===== src/rtl/regfile_write_arbiter.sv =====
// regfile_write_arbiter
//   Shares the single register-file write port between the LDR and ALU
//   writeback stages. Age order is queue head (oldest) > LDR > ALU. The
//   oldest candidate is written each cycle. Younger same-cycle requests
//   are parked in an in-order write queue.
//   Ports:
//     clk, rst_n                    clock, async active-low reset
//     w_en_ldr/ldr_addr/ldr_data    LDR writeback request
//     w_en_alu/alu_addr/alu_data    ALU writeback request
//     rf_w_en/rf_w_addr/rf_w_data   registered register-file write port
//     byp_addr/byp_hit/byp_data     decode bypass lookup (combinational)
//     stall                         registered back-pressure to the front end
//     overflow                      sticky: a request was dropped on a full queue
module regfile_write_arbiter #(
  parameter int DEPTH  = 4,
  parameter int DATA_W = 32,
  parameter int ADDR_W = 4
) (
  input  logic              clk,
  input  logic              rst_n,
  input  logic              w_en_ldr,
  input  logic [ADDR_W-1:0] ldr_addr,
  input  logic [DATA_W-1:0] ldr_data,
  input  logic              w_en_alu,
  input  logic [ADDR_W-1:0] alu_addr,
  input  logic [DATA_W-1:0] alu_data,
  output logic              rf_w_en,
  output logic [ADDR_W-1:0] rf_w_addr,
  output logic [DATA_W-1:0] rf_w_data,
  input  logic [ADDR_W-1:0] byp_addr,
  output logic              byp_hit,
  output logic [DATA_W-1:0] byp_data,
  output logic              stall,
  output logic              overflow
);
  localparam int PW = $clog2(DEPTH);
  localparam int CW = PW + 1;
  localparam logic [CW-1:0] DEPTH_C  = CW'(DEPTH);
  localparam logic [CW-1:0] STALL_TH = CW'(DEPTH - 1);

  logic [ADDR_W-1:0] mem_addr [DEPTH];
  logic [DATA_W-1:0] mem_data [DEPTH];
  logic [PW-1:0]     head, tail;
  logic [CW-1:0]     count;

  logic              has_q, issue_en;
  logic [ADDR_W-1:0] issue_addr;
  logic [DATA_W-1:0] issue_data;
  logic              r0_v, r1_v, acc0, acc1, drop;
  logic [ADDR_W-1:0] r0_addr, r1_addr;
  logic [DATA_W-1:0] r0_data, r1_data;
  logic [CW-1:0]     occ, count_next;
  logic [PW-1:0]     slot1;

  always_comb begin
    has_q      = (count != '0);
    issue_en   = has_q | w_en_ldr | w_en_alu;
    issue_addr = '0;
    issue_data = '0;
    r0_v       = 1'b0;
    r0_addr    = ldr_addr;
    r0_data    = ldr_data;
    r1_v       = 1'b0;
    r1_addr    = alu_addr;
    r1_data    = alu_data;
    if (has_q) begin
      issue_addr = mem_addr[head];
      issue_data = mem_data[head];
      r0_v       = w_en_ldr;
      r1_v       = w_en_alu;
    end else if (w_en_ldr) begin
      issue_addr = ldr_addr;
      issue_data = ldr_data;
      r0_v       = w_en_alu;
      r0_addr    = alu_addr;
      r0_data    = alu_data;
    end else if (w_en_alu) begin
      issue_addr = alu_addr;
      issue_data = alu_data;
    end
    // Occupancy after this cycle's pop; the freed head slot may be reused.
    occ        = count - CW'(has_q);
    acc0       = r0_v && (occ < DEPTH_C);
    acc1       = r1_v && ((occ + CW'(acc0)) < DEPTH_C);
    slot1      = tail + PW'(acc0);
    drop       = (r0_v & ~acc0) | (r1_v & ~acc1);
    count_next = occ + CW'(acc0) + CW'(acc1);
  end

  always_ff @(posedge clk or negedge rst_n) begin
    if (!rst_n) begin
      head      <= '0;
      tail      <= '0;
      count     <= '0;
      rf_w_en   <= 1'b0;
      rf_w_addr <= '0;
      rf_w_data <= '0;
      stall     <= 1'b0;
      overflow  <= 1'b0;
    end else begin
      head    <= head + PW'(has_q);
      tail    <= tail + PW'(acc0) + PW'(acc1);
      count   <= count_next;
      rf_w_en <= issue_en;
      if (issue_en) begin
        rf_w_addr <= issue_addr;
        rf_w_data <= issue_data;
      end
      stall <= (count_next >= STALL_TH);
      if (drop) overflow <= 1'b1;
    end
  end

  // Storage needs no reset: validity is tracked solely by count.
  always_ff @(posedge clk) begin
    if (acc0) begin
      mem_addr[tail] <= r0_addr;
      mem_data[tail] <= r0_data;
    end
    if (acc1) begin
      mem_addr[slot1] <= r1_addr;
      mem_data[slot1] <= r1_data;
    end
  end

  // Walk oldest to youngest so the youngest match overwrites earlier ones.
  always_comb begin
    byp_hit  = 1'b0;
    byp_data = '0;
    if (rf_w_en && (rf_w_addr == byp_addr)) begin
      byp_hit  = 1'b1;
      byp_data = rf_w_data;
    end
    for (int i = 0; i < DEPTH; i++) begin
      if ((CW'(i) < count) && (mem_addr[head + PW'(i)] == byp_addr)) begin
        byp_hit  = 1'b1;
        byp_data = mem_data[head + PW'(i)];
      end
    end
  end
endmodule

===== config.mk =====
export PLATFORM = sky130hd
export DESIGN_NAME = regfile_write_arbiter
export DESIGN_NICKNAME = d
export VERILOG_FILES = /design/src/rtl/regfile_write_arbiter.sv
export SDC_FILE = /design/constraint.sdc
export NUM_CORES = 1
export LEC_CHECK = 0
export BUFFER_PORTS_ARGS = -buffer_cell sky130_fd_sc_hd__buf_2
export CELL_PAD_IN_SITES_DETAIL_PLACEMENT = 0
export CELL_PAD_IN_SITES_GLOBAL_PLACEMENT = 1
export CORE_MARGIN = 1
export CORE_UTILIZATION = 49
export DETAILED_ROUTE_END_ITERATION = 16
export PLACE_DENSITY_LB_ADDON = 0.25
export RECOVER_POWER = 50
export SYNTH_ARGS = -nofsm -noshare
export SYNTH_HDL_FRONTEND = slang
export SYNTH_SLANG_ARGS = --single-unit

===== constraint.sdc =====
create_clock -name clk -period 10.55 [get_ports clk]
set_input_delay 1.5825 -clock clk [delete_from_list [all_inputs] [get_ports clk]]
set_output_delay 1.5825 -clock clk [all_outputs]
set_load 0.05 [all_outputs]

Word-level counts from Yosys, hierarchy flattened:

Memories as Yosys holds them, arrays and structs flattened.
Index checks and enable logic that the tools add are counted.

* add/subtract/negate cells: 9
* magnitude comparators: 7
* equality and inequality tests: 5
* multiplexer cells: 27
* bitwise gates (word level): 7
* reduce and logical (&&, ||, !) cells: 8

Operators with widths (number)
* $mux W32: 10
* $eq A4 B4 Y1: 5
* $mux W4: 5
* $mux W1: 12
* $logic_and A1 B1 Y1: 7
* $add A2 B1 Y2: 3
* $add A3 B1 Y3: 2
* $lt A1 B3 Y1 const A: 2
* $lt A2 B3 Y1 const A: 2
* $lt A3 B3 Y1 const B: 2
* $add A2 B2 Y2 const B: 2
* $ge A3 B2 Y1 const B: 1
* $or A1 B1 Y1: 3
* $reduce_bool A3 Y1: 1
* $sub A3 B1 Y3: 1
* $add A2 B1 Y2 const B: 1
* $and A1 B1 Y1: 2
* $not A1 Y1: 2

* bits in registers: 46
* bits in writable memories: 144
* input bits: 80
* output and inout bits: 72
* logic and storage cells: 73
* memories kept: 2

Memory list
* mem_data: depth 4, width 32, read ports 4, clocked after Yosys merged registers in 0, wr ports 2, RTL line 42 `logic [DATA_W-1:0] mem_data [DEPTH];`
* mem_addr: depth 4, width 4, read ports 4, clocked after Yosys merged registers in 0, wr ports 2, RTL line 41 `logic [ADDR_W-1:0] mem_addr [DEPTH];`

Logic depth before layout (Yosys ltp):

* word-level depth: 10
* depth in mapped cells: 18
* depth with buffers taken out: 16

Worst setup path after synthesis:

OpenSTA, ideal clock, no wires.

* kind: register to register
* from: register count[2]
* to: memory mem_addr[3][0] (enable)
* library setup time: 0.479 ns
* data arrival time: 5.763 ns
* data required time: 10.071 ns
* slack: 4.308 ns
* cell stages (with the launch flop): 15
* path buffers: 2
* period minus slack after synthesis: 6.242 ns
* path through: dfrtp_1 clkbuf_1 nor3_1 inv_1 clkbuf_1 ha_1 ha_1 xnor2_1 o211a_1 ha_1 ha_1 xnor2_1 mux2i_1 nand3_1 o21ai_0

RTL lines
* from (decl): RTL line 44 `logic [CW-1:0] count;`
* from (signal assigned): RTL line 103 `count <= count_next;`
* to (decl): RTL line 41

==> summary.md <==
| Metric | Value |
|---|---|
| Worst setup SP type | `input pin` |
| Final setup vio count | `0` |
| DP Area | `14500 um2` |
| Row Count | `60` |
| Post-route cell area | `14900 um2` |
| Hold Crit Depth | `2` |
| Grt total ovfl | `0` |
| Adder-Cell Fraction of Synth Area | `0.741%` |
| Die Footprint | `28200 um2` |
| Area of the multi-input gates | `7560 um2` |
| Setup WS pre-CTS | `4240 ps` |
| First-pass GRT wire length | `57800 um` |
| Worst clock skew | `13.8 ps` |
| Yosys cell types | `42` |
| Reg area | `5480 um2` |
| Post-synthesis sequential area ratio | `40.5%` |
| Slowest cell on the critical path | `clkbuf_1` |
| Fin. max-slew vios | `213` |
| Post-DP HPWL | `22600 um` |
| XOR/XNOR Fraction of Synth Area | `1.82%` |
| Main combinational cell family by area after synthesis | `multiplexers` |
| CTS tree | `built` |
| DIE HEIGHT | `168 um` |
| Pre-Repair DR Iteration Count | `5` |
| Clk Latency, worst-skew pair | `440 ps` |
| Minimum clock period | `8060 ps` |
| Worst path buffer plus inverter count | `3` |
| Total negative slack | `0 ps` |
| # IOs | `152` |
| CTS Buf Count | `17` |
| Crit-path leading delay family | `buffers and inverters` |
| CTS sink count | `190` |
| Async S/R FF share, synth | `24.2%` |
| Syn_area_per_cell | `11.0 um2` |
| Antenna-violating nets left | `0` |
| Final WS setup | `2490 ps` |
| Via Count | `10440` |
| Period utilisation layout | `76.4%` |
| H-tree levels | `4` |
| Critical Path Fanout Max | `38` |
| Reg clk slew, reported paths | `70 ps` |
| Multiplexer share of the synthesized area | `29.7%` |
| Synthesized net count | `1318` |
| Post-synth EDFFs | `144` |
| Worst setup path start | `w_en_alu` |
| Clock tree buffer depth | `2` |
| Final std cells w/o fill | `1663` |
| Max Cap Violations | `6` |
| Setup CP Type | `input pin to flop` |
| Avg WL per Cell | `22.4 um` |
| Cts hold-fix bufs | `0` |
| Drt drc | `0` |
| Netlist area before placement | `13500 um2` |
| Number of global-route vias before repair | `10159` |
| Failing checks | `capacitance limit, slew limit` |
| Starting Density | `50.0%` |
| IO Port Bufs | `151` |
| Total GRT Usage | `26.8%` |
| Slowest Stage Delay on Critical Path | `2400 ps` |
| Number of cells on the critical path | `11` |
| Synth-to-Final Area Change | `10.6%` |
| Post-Syn Instances | `1230` |
| Final hold viol count | `0` |
| Top_reg_cell synth | `edfxtp_1` |
| Via density | `6.28` |
| Hold Path Class | `flop to flop` |
| Post-Route WL | `37300 um` |
| Maximum clock rate | `124 MHz` |
| Status | `complete, but fails checks` |
| Area share of and/or/nand/nor cells after synthesis | `10.0%` |
| Share of cells above drive strength 1 | `34.6%` |
| CP Cell Sequence | `buf_2, clkbuf_1, o211a_1, ha_1, ha_1, xnor2_1, mux2i_1, nand3_1, o21a_1, clkbuf_1, mux2_2` |
| Yosys synthesis warning count | `0` |
| Worst reg2reg startpoint | `count[2]` |
| RSZ-0062 raised after global routing | `no` |
| Reg2reg setup slack | `3370 ps` |
| Routability cong. | `0.807` |
| Worst Max-Slew Pin Slew | `3580 ps` |
| Initial antenna violation count | `4` |
| Req. time, crit path | `10730 ps` |
| Resized Gates After CTS | `0` |
| Detailed Route Iter0 Violations | `676` |
| WP data arrival | `8240 ps` |
| Pin count of the biggest net entering global routing | `99` |
| Final nets | `1396` |
| Complex-gate fraction of the synthesized area | `13.2%` |
| Seq cells post-synth | `190` |
| R2r worst-path depth | `15` |
| Setup bufs post-CTS | `0` |
| Worst hold start | `overflow` |
| Placed cell count | `1630` |
| Die W | `168 um` |
| Worst setup EP type | `flop` |
| Core Area | `27000 um2` |
| Slew HR | `-139%` |
| Fillers | `2400` |
| CTS Root Cell | `clkbuf_16` |
through the flow:
stage                     util, %  hold slack, ps
after floorplan                 -             638
after global placement       53.5             535
after detailed placement     53.5             519
after CTS                    55.7             535
after global routing         55.2             558
final                        55.3             532
metal layers:
layer	global-route usage [%]	routed length, um	vias to the layer above
li1	-	-	4827
met2	44.3	17900	368
met3	4.18	2010	67
met5	0	38	-
met1	36.0	16600	5172
met4	8.66	784	6
worst register-to-register path, stage by stage, from the launching register on:
cell and delay, ps:
dfrtp_1 460, nor3_1 240, buf_4 800, inv_1 590, ha_1 370, ha_1 220, xnor2_1 310, o211a_1 270
ha_1 180, ha_1 240, xnor2_1 160, mux2i_1 130, nand3_1 240, o21a_1 820, clkbuf_1 1430, mux2_2 460
final timing paths:
kind / to
worst max-delay path: mem_data[1][12]
worst min-delay path: overflow
worst max register to register: mem_data[1][12]
worst min register to register: overflow
max in group asynchronous: head[0]
min in group asynchronous: rf_w_data[2]
final cells by class:
class	instances	area share, %
well taps	341	2.86
multi-input cells	919	50.6
diodes	1	0.0168
inverters	9	0.226
clock inverters	14	0.989
clock buffers	18	2.94
flip-flops and latches	190	36.7
repair buffers	171	5.64
logic make-up (layout without fill, tap and decap cells):
| family | after synthesis | count (layout) |
|---|---|---|
| simple gates | 297 | 297 |
| xor+xnor | 28 | 28 |
| flops | 190 | 190 |
| compound gates | 232 | 232 |
| other cells | 0 | 1 |
| mux | 354 | 354 |
| fa+ha+maj | 8 | 8 |
| buf+inv | 121 | 212 |
flip-flops by register name (all words and copies together) (netlist names):
signal / flops
count: 3
head: 2
mem_addr: 16
mem_data: 128
overflow: 1
rf_w_addr: 4
rf_w_data: 32
rf_w_en: 1
stall: 1
tail: 2
synthesized netlist by cell type (all sizes together) (2+ instances only):
library cell	number	area share, %
dfrtp	46	8.5
a21o	29	1.6
ha	8	0.74
mux2	213	18
xor2	11	0.71
xnor2	17	1.1
nand2b	2	0.093
o2bb2ai	3	0.19
o221ai	31	2.0
mux2i	125	9.3
nand4	3	0.14
edfxtp	144	32
o21bai	2	0.11
a21oi	42	1.6
or3b	31	2.0
nor2	77	2.1
buf	45	1.8
a221oi	32	3.4
a211oi	32	1.8
nand3	34	1.3
o21a	3	0.17
inv	9	0.25
o22ai	7	0.32
clkbuf	67	1.9
nand2	144	4.0
o21ai	44	1.6
nor3	2	0.074
mux4	16	2.7
o22a	4	0.26
layout by cell type (no fill, tap or decap), types with 28 or more instances in the layout:
| cell type | n |
|---|---|
| a211oi_1 | 32 |
| a21o_1 | 29 |
| a21oi_1 | 41 |
| a221oi_2 | 28 |
| buf_2 | 112 |
| clkbuf_1 | 43 |
| dfrtp_1 | 44 |
| edfxtp_1 | 144 |
| mux2_2 | 213 |
| mux2i_1 | 125 |
| nand2_1 | 144 |
| nand3_1 | 34 |
| nor2_1 | 77 |
| o21ai_0 | 41 |
| o221ai_1 | 31 |
| or3b_2 | 31 |
Power is not shown: default switching activity piles up to over one toggle a cycle in this logic, so the estimate is an artifact.
